[src/rtl/team_06_audio_pkg.sv]
// rtl/team_06_audio_pkg.sv - shared types and helpers for the team_06 audio transmit path
package team_06_audio_pkg;

    typedef enum logic {
        I2S_MODE = 1'b0,
        TDM_MODE = 1'b1
    } i2s_mode_e;

    localparam int UNDERRUN_CNT_W = 8;

    // Two channels run as classic left/right I2S; anything wider is TDM with a frame-sync pulse.
    function automatic i2s_mode_e mode_of(input int num_ch);
        return (num_ch == 2) ? I2S_MODE : TDM_MODE;
    endfunction

endpackage

[src/rtl/team_06_frame_fifo.sv]
// rtl/team_06_frame_fifo.sv - frame FIFO with wrap-bit pointers and a combinational head
module team_06_frame_fifo
    import team_06_audio_pkg::*;
#(
    parameter int WIDTH = 32,
    parameter int DEPTH = 4
) (
    input  logic                     clk,
    input  logic                     rst,
    input  logic                     push,
    input  logic                     pop,
    input  logic [WIDTH-1:0]         wdata,
    output logic [WIDTH-1:0]         rdata,
    output logic                     full,
    output logic                     empty,
    output logic [$clog2(DEPTH):0]   level
);

    localparam int AW = $clog2(DEPTH);

    logic [AW:0]      wr_ptr_q, wr_ptr_d;
    logic [AW:0]      rd_ptr_q, rd_ptr_d;
    logic [WIDTH-1:0] mem_q [DEPTH];
    logic [WIDTH-1:0] mem_d [DEPTH];
    logic             do_push;
    logic             do_pop;

    assign empty = (wr_ptr_q == rd_ptr_q);
    assign full  = (wr_ptr_q[AW] != rd_ptr_q[AW]) && (wr_ptr_q[AW-1:0] == rd_ptr_q[AW-1:0]);
    assign level = wr_ptr_q - rd_ptr_q;
    assign rdata = mem_q[rd_ptr_q[AW-1:0]];

    always_comb begin
        do_push  = push && !full;
        do_pop   = pop && !empty;
        wr_ptr_d = wr_ptr_q;
        rd_ptr_d = rd_ptr_q;
        mem_d    = mem_q;
        if (do_push) begin
            mem_d[wr_ptr_q[AW-1:0]] = wdata;
            wr_ptr_d = wr_ptr_q + 1'b1;
        end
        if (do_pop) begin
            rd_ptr_d = rd_ptr_q + 1'b1;
        end
    end

    always_ff @(posedge clk or posedge rst) begin
        if (rst) begin
            wr_ptr_q <= '0;
            rd_ptr_q <= '0;
        end else begin
            wr_ptr_q <= wr_ptr_d;
            rd_ptr_q <= rd_ptr_d;
        end
    end

    // Storage needs no reset: emptiness is carried entirely by the pointers.
    always_ff @(posedge clk) begin
        mem_q <= mem_d;
    end

endmodule

[src/rtl/team_06_i2s_tx.sv]
// rtl/team_06_i2s_tx.sv - multi-channel I2S/TDM DAC transmitter with frame FIFO
// TEAM06_I2S_TX_HOLD_EN: on underrun retransmit the previous frame instead of silence.
module team_06_i2s_tx
    import team_06_audio_pkg::*;
#(
    parameter int SAMPLE_W   = 16,
    parameter int SLOT_W     = 16,
    parameter int NUM_CH     = 2,
    parameter int FIFO_DEPTH = 4,
    parameter int CLK_DIV    = 4
) (
    input  logic                              hwclk,
    input  logic                              reset,
    input  logic                              en,
    input  logic [NUM_CH*SAMPLE_W-1:0]        sample_in,
    input  logic                              sample_valid,
    output logic                              sample_ready,
    output logic                              i2sclk,
    output logic                              word_select,
    output logic                              dac_out,
    output logic [$clog2(FIFO_DEPTH+1)-1:0]   fifo_level,
    output logic [UNDERRUN_CNT_W-1:0]         underrun_cnt
);

    localparam int        TOTAL    = NUM_CH * SLOT_W;
    localparam int        FRAME_W  = NUM_CH * SAMPLE_W;
    localparam int        BIT_W    = $clog2(TOTAL);
    localparam int        DIV_W    = (CLK_DIV > 1) ? $clog2(CLK_DIV) : 1;
    localparam i2s_mode_e MODE     = mode_of(NUM_CH);
    localparam logic      WS_IDLE  = (MODE == TDM_MODE);
    localparam logic [BIT_W-1:0] LAST_BIT = BIT_W'(TOTAL - 1);
    localparam logic [DIV_W-1:0] DIV_LAST = DIV_W'(CLK_DIV - 1);

    logic [DIV_W-1:0]          div_cnt_q, div_cnt_d;
    logic [BIT_W-1:0]          bit_cnt_q, bit_cnt_d;
    logic                      i2sclk_q, i2sclk_d;
    logic                      dac_out_q, dac_out_d;
    logic                      ws_q, ws_d;
    logic [FRAME_W-1:0]        shadow_q, shadow_d;
    logic [UNDERRUN_CNT_W-1:0] urun_q, urun_d;

    logic [BIT_W-1:0]          bit_nx;
    logic [BIT_W-1:0]          ws_pos;
    logic                      fall;
    logic                      fifo_pop;
    logic                      fifo_push;
    logic                      fifo_full;
    logic                      fifo_empty;
    logic [FRAME_W-1:0]        fifo_head;
    logic [TOTAL-1:0]          ser_vec;

    assign fifo_push    = sample_valid && !fifo_full;
    assign sample_ready = !fifo_full;

    team_06_frame_fifo #(
        .WIDTH (FRAME_W),
        .DEPTH (FIFO_DEPTH)
    ) u_fifo (
        .clk   (hwclk),
        .rst   (reset),
        .push  (fifo_push),
        .pop   (fifo_pop),
        .wdata (sample_in),
        .rdata (fifo_head),
        .full  (fifo_full),
        .empty (fifo_empty),
        .level (fifo_level)
    );

    // Frame boundary handling: pop into shadow or take the underrun path.
    always_comb begin
        bit_nx   = (bit_cnt_q == LAST_BIT) ? '0 : bit_cnt_q + 1'b1;
        ws_pos   = (bit_nx == LAST_BIT) ? '0 : bit_nx + 1'b1;
        fall     = en && (div_cnt_q == DIV_LAST) && i2sclk_q;
        fifo_pop = 1'b0;
        shadow_d = shadow_q;
        urun_d   = urun_q;
        if (fall && (bit_nx == '0)) begin
            if (!fifo_empty) begin
                fifo_pop = 1'b1;
                shadow_d = fifo_head;
            end else begin
`ifdef TEAM06_I2S_TX_HOLD_EN
                shadow_d = shadow_q;
`else
                shadow_d = '0;
`endif
                if (urun_q != '1) begin
                    urun_d = urun_q + 1'b1;
                end
            end
        end
    end

    // Serial order: ser_vec[pos] is the bit driven at frame position pos.
    for (genvar c = 0; c < NUM_CH; c++) begin : g_ch
        for (genvar k = 0; k < SLOT_W; k++) begin : g_bit
            if (k < SAMPLE_W) begin : g_data
                assign ser_vec[c*SLOT_W + k] = shadow_d[c*SAMPLE_W + SAMPLE_W - 1 - k];
            end else begin : g_pad
                assign ser_vec[c*SLOT_W + k] = 1'b0;
            end
        end
    end

    always_comb begin
        div_cnt_d = div_cnt_q;
        i2sclk_d  = i2sclk_q;
        bit_cnt_d = bit_cnt_q;
        dac_out_d = dac_out_q;
        ws_d      = ws_q;
        if (!en) begin
            div_cnt_d = '0;
            i2sclk_d  = 1'b0;
            bit_cnt_d = LAST_BIT;
            dac_out_d = 1'b0;
            ws_d      = WS_IDLE;
        end else if (div_cnt_q == DIV_LAST) begin
            div_cnt_d = '0;
            i2sclk_d  = !i2sclk_q;
            if (fall) begin
                bit_cnt_d = bit_nx;
                dac_out_d = ser_vec[bit_nx];
                ws_d      = (MODE == I2S_MODE) ? (ws_pos >= BIT_W'(SLOT_W)) : (ws_pos == '0);
            end
        end else begin
            div_cnt_d = div_cnt_q + 1'b1;
        end
    end

    always_ff @(posedge hwclk or posedge reset) begin
        if (reset) begin
            div_cnt_q <= '0;
            bit_cnt_q <= LAST_BIT;
            i2sclk_q  <= 1'b0;
            dac_out_q <= 1'b0;
            ws_q      <= WS_IDLE;
            shadow_q  <= '0;
            urun_q    <= '0;
        end else begin
            div_cnt_q <= div_cnt_d;
            bit_cnt_q <= bit_cnt_d;
            i2sclk_q  <= i2sclk_d;
            dac_out_q <= dac_out_d;
            ws_q      <= ws_d;
            shadow_q  <= shadow_d;
            urun_q    <= urun_d;
        end
    end

    // Pins drop to idle as soon as en falls, without waiting for the next edge.
    assign i2sclk       = i2sclk_q && en;
    assign dac_out      = dac_out_q && en;
    assign word_select  = en ? ws_q : WS_IDLE;
    assign underrun_cnt = urun_q;

endmodule

[config.mk]
export PLATFORM = sky130hd
export DESIGN_NAME = team_06_i2s_tx
export DESIGN_NICKNAME = d
export VERILOG_FILES = /design/src/rtl/team_06_audio_pkg.sv /design/src/rtl/team_06_frame_fifo.sv /design/src/rtl/team_06_i2s_tx.sv
export SDC_FILE = /design/constraint.sdc
export NUM_CORES = 1
export LEC_CHECK = 0
export CORE_UTILIZATION = 39
export DETAILED_ROUTE_END_ITERATION = 12
export PLACE_DENSITY_LB_ADDON = 0.15
export SYNTH_ARGS = -nofsm -noshare
export SYNTH_HDL_FRONTEND = slang
export SYNTH_SLANG_ARGS = --single-unit
[constraint.sdc]
create_clock -name hwclk -period 8.97 [get_ports hwclk]
set_clock_uncertainty 0.1 [all_clocks]
set_input_delay 1.3455 -clock hwclk [delete_from_list [all_inputs] [get_ports hwclk]]
set_output_delay 1.3455 -clock hwclk [all_outputs]
set_load 0.03 [all_outputs]
Yosys cells after proc, flatten, opt, wreduce, memory -nomap -nowiden
Index checks and enable logic that the tools add are counted.
Widths: inputs -> output; s select.
{"block": "totals", "ff_bits": 184, "input_bits": 36, "output_inout_bits": 15, "elab_cells": 80}
{"block": "classes", "n_addsub": 7, "magnitude_cmp": 5, "eq_ne": 9, "muxes": 28, "bitwise": 2, "reduce_logical": 16}
{"op": "$mux 32", "n": 5}
{"op": "$bwmux 128", "n": 1}
{"op": "$bmux 32 s2", "n": 1}
{"op": "$demux 32 s2", "n": 1}
{"op": "$mux 5", "n": 5}
{"op": "$mux 1", "n": 12}
{"op": "$add 5x1->5 const B", "n": 2}
{"op": "$eq 5x5->1 const B", "n": 2}
{"op": "$logic_and 1x1->1", "n": 10}
{"op": "$add 8x1->8 const B", "n": 1}
{"op": "$ne 8x8->1 const B", "n": 1}
{"op": "$add 3x1->3 const B", "n": 2}
{"op": "$ge 3x3->1 const B", "n": 2}
{"op": "$lt 5x6->1 const B", "n": 1}
{"op": "$not 2->3", "n": 2}
{"op": "$bmux 1 s5", "n": 1}
{"op": "$ge 5x5->1 const B", "n": 1}
{"op": "$logic_not 5->1", "n": 1}
{"op": "$mux 2", "n": 2}
{"op": "$ne 2x1->1 const B", "n": 2}
{"op": "$eq 3x3->1", "n": 1}
{"op": "$logic_not 1->1", "n": 3}
{"op": "$lt 3x1->1 const B", "n": 1}
{"op": "$reduce_and 3->1", "n": 1}
{"op": "other kinds (6)", "n": 6}

Logic depth before layout (Yosys ltp)
{"block": "logic_depth", "word_depth": 11, "mapped_depth": 13, "ltp_nobuf": 10}

Hierarchy
From an unflattened synthesis, not the netlist that was laid out.
{"block": "hier_totals", "hier_cells": 509, "area_unflattened_um2": 7830.0}
{"mod": "team_06_frame_fifo", "n_inst": 1, "cells_each": 213, "area_each_um2": 5078.6, "seq_area_each_um2": 3993.8}
{"mod": "team_06_i2s_tx", "n_inst": 1, "cells_each": 296, "area_each_um2": 2751.4, "seq_area_each_um2": 1257.5}

Least setup slack after synthesis
No wires, ideal clock.
{"block": "synth_path", "kind": "input -> output", "startpoint": "input en", "endpoint": "output i2sclk", "arrival_ns": 1.891, "required_time_ns": 7.525, "slack_ns": 5.634, "path_stages": 2, "path_buffers": 1, "cell_sequence": "clkbuf_1 and2_1"}
{"block": "synth_between", "elab_chain_len": 1}
{"item": "start, declared", "line": "team_06_i2s_tx.sv:14", "text": "input logic en,"}
{"item": "$logic_and 1x1->1", "line": "team_06_i2s_tx.sv:152", "text": "assign i2sclk = i2sclk_q && en;"}
{"item": "end, declared", "line": "team_06_i2s_tx.sv:18", "text": "output logic i2sclk,"}
Every way passes these cells.

Worst setup path after layout
{"block": "layout_path", "startpoint": "register u_fifo.rd_ptr_q[1]", "endpoint": "output sample_ready"}
{"block": "layout_between", "elab_chain_len": 3}
{"item": "start, declared", "line": "team_06_frame_fifo.sv:22", "text": "logic [AW:0] rd_ptr_q, rd_ptr_d;"}
{"item": "start signal, assigned", "line": "team_06_frame_fifo.sv:54", "text": "rd_ptr_q <= rd_ptr_d;"}
{"item": "$eq 2x2->1", "line": "team_06_frame_fifo.sv:29", "text": "assign full = (wr_ptr_q[AW] != rd_ptr_q[AW]) && (wr_ptr_q[AW-1:0] == rd_ptr_q[AW-1:0]);"}
{"item": "$logic_and 1x1->1", "line": "team_06_frame_fifo.sv:29"}
{"item": "$logic_not 1->1", "line": "team_06_i2s_tx.sv:53", "text": "assign sample_ready = !fifo_full;"}
{"item": "end, declared", "line": "team_06_i2s_tx.sv:17", "text": "output logic sample_ready,"}
Every way passes these cells.

==> impl_metrics.toml <==
[layout]
drive_gt1_share_pct = 16.8
syn_to_final_growth_pct = 18.1
antennaDiodeCount = 0
final_nets = 588
nFillCells = 1644

[die]
dieArea_sq_um = 20200
die_y_um = 142
ioPinCount = 51
start_util_pct = 40.3
fp.dieW_um = 142
rows = 50
core-area_sq_um = 19000

[sta]
worstMarginPinSlew_ns = 0.902
min_period_ns = 4.45
grt_setup_unrepaired = "no"
tns_ns = 0
slew_viol_final = 0
finalHoldViolCount = 0
hold_slack_ns = 0.354
min_period_over_period_pct = 49.7
relSlewSlack_pct = 38.1
setup_viol = 0
fmax_mhz = 225

[flow_run]
max_cap_violations = 0

[critical_path]
critPathMaxFanout = 25
r2r_cells = 9
rrSetupSlack_ns = 5.16
worst_setup_path_start_kind = "flop"
cpPeakStageDelay_ns = 0.78
cp.arrival_ns = 3.01
cp-end-kind = "output port"
cp_data_required_time_ns = 7.52
path_cells = "buf_4 > inv_1 > ha_1 > nand3_1 > clkdlybuf4s50_1"
r2r-end = "dac_out_q"
crit_family = "buffers and inverters"
crit_slowest_cell = "dfrtp_1"
reg2reg_from = "bit_cnt_q[0]"
crit_type = "flop to output port"
crit_buf_inv = 3

[global_route]
grt_max_degree = 57
grtUsageTotal_pct = 15.8
grt_pass1_wl_um = 23700
antenna_found_initial = 0
grt_pass1_vias = 4306
grt_overflow_total = 0

[placement]
gp_congestion = 0.863
port_buffers = 50
detailedPlacementHpwl_um = 8960

[synth]
synth_xor_area_share_pct = 1.83
syn-instance-count = 490
synth_edf_count = 128
avgSynthCellArea_sq_um = 15.6
synthAdderAreaFrac_pct = 2.06
synth_compound_area_share_pct = 5.17
synth_ff_type = "edfxtp_1"
synth-async-reset-ratio_pct = 30.4
ys_ff_latch = 184
synth_area_leaders = "edfxtp_1, dfrtp_1, mux4_2"
syn-cell-area_sq_um = 7650
muxShareOfSynthArea_pct = 10.9
synth_top_family_by_area = "multiplexers"
ys_seq_area_share_pct = 68.7
netlist-cell-type-count = 56
yosys.area.top_type = "edfxtp_1"
synthSimpleGateAreaFrac_pct = 9.06
synth_top_area_share_pct = 50.3
yosys_warnings = 0
syn_nets = 538

[power]
p_per_area_nw_per_um2 = 251
irDropWorstVdd_mv = 0.135
power.leakage_nw = 3.37

[routing]
route.detailed.drc = 0
wl_per_cell_um = 17.8
wl_um = 14500
drt-initial-drc-count = 348
viasPerCell = 5.13
ant_nets = 0
first_pass_iters = 4
dr_total_vias = 4173

[clock_tree]
clock-sinks = 184
root_buffer = "clkbuf_16"
numCtsBuffers = 17
insertion_delay_ns = 0.43
ctsResizeCount = 0
h-tree-depth = 4
cts_tree = "built"
post_cts_buffers = 0
hold_buffers = 0
path_clk_slew_ns = 0.07
clk_path_buf_depth = 2

[run_status]
status = "completed"

[min_path]
hp-class = "flop to flop"
whs_endpoint = "div_cnt_q[0]"
hp-start = "div_cnt_q[0]"
min_path_cells = 1
power by group:
part           total, mW  internal [mW]  switching [mW]
Clock              0.774          0.446           0.327
Combinational      0.391          0.154           0.236
Sequential          1.10           1.06          0.0399
metrics by stage:
stage          instances  instance area, sq um  utilization [%]  total power, mW  worst slack [ns]
2_1_floorplan        490                  7650                -             1.37              5.63
3_3_place_gp         781                  8410             44.4             1.52              4.60
3_5_place_dp         781                  8410             44.4             1.53              4.55
4_1_cts              813                  9030             47.6             2.30              4.45
5_1_grt              813                  9030             47.6             2.37              4.36
6_report             813                  9030             47.6             2.27              4.52
cell usage in the layout, fill, tap and decap left out, types with 9 or more instances in the layout:
master / Yosys / final
nand3_1: 26 / 26
inv_1: 13 / 12
mux4_2: 34 / 34
nor2_1: 18 / 18
buf_4: 1 / 9
clkbuf_16: 0 / 17
o21ai_0: 15 / 15
edfxtp_1: 128 / 128
ha_1: 11 / 11
nand4_1: 9 / 9
dfrtp_1: 51 / 50
nand2_1: 58 / 58
clkdlybuf4s50_1: 0 / 50
synth_stat cells (4+ instances only):
library cell	n
edfxtp_1	128
nand2_1	58
dfrtp_1	51
mux4_2	34
nand3_1	26
nor2_1	18
clkbuf_1	15
o21ai_0	15
inv_1	13
ha_1	11
buf_2	10
nand4_1	9
and3_1	8
xnor2_1	8
xor2_1	8
and2_1	6
dfstp_2	5
o211ai_1	5
a31oi_1	4
mux2i_1	4
per-layer routing:
metal	part of all wire (%)	vias to the layer above	global-route usage (%)
met5	0	-	0
met4	0.90	0	5.43
met3	3.2	8	3.63
met2	48	79	24.9
met1	48	2114	21.7
li1	-	1972	-
cell type report:
type / count / area, sq um / share of cell area (%)
inverters: 13 / 48.8 / 0.540
well taps: 260 / 325 / 3.60
flip-flops and latches: 184 / 5250 / 58.2
multi-input cells: 265 / 2220 / 24.6
repair buffers: 59 / 568 / 6.29
clock buffers: 18 / 429 / 4.75
clock inverters: 14 / 186 / 2.06
worst max-delay path by stage:
stage / from / to / slack, ns / depth (start not counted)
floorplan: en / i2sclk / 5.63 / 2
global placement: en / dac_out / 4.60 / 3
detailed placement: en / dac_out / 4.55 / 3
CTS: u_fifo.rd_ptr_q[1] / sample_ready / 4.45 / 5
global route: u_fifo.rd_ptr_q[1] / sample_ready / 4.36 / 5
finish: u_fifo.rd_ptr_q[1] / sample_ready / 4.52 / 5
flip-flops by register name, indices dropped and copies added, names as in the netlist:
name and cells:
u_fifo.mem_q 128, underrun_cnt 8, div_cnt_q 2, i2sclk_q 1, ws_q 1, u_fifo.rd_ptr_q 3
dac_out_q 1, bit_cnt_q 5, shadow_q 32, u_fifo.wr_ptr_q 3
worst reg2reg max path, cell delays in order (launching register included):
cell and delay [ns]:
dfstp_2 0.69, ha_1 0.24, and3_1 0.17, ha_1 0.28, nand4b_1 0.54, or3_4 0.74, and3_1 0.22, a2111oi_0 0.49
o41ai_1 0.16, o211ai_1 0.10
kinds of logic after synthesis:
group,after synthesis
AOI/OAI and AO/OA,54
xor gates and xnor gates,16
adders and majority gates,12
buffers and inverters,41
DFF,184
muxes,40
and+or+nand+nor,143
No activity file was read; power rests on OpenSTA's default activity.
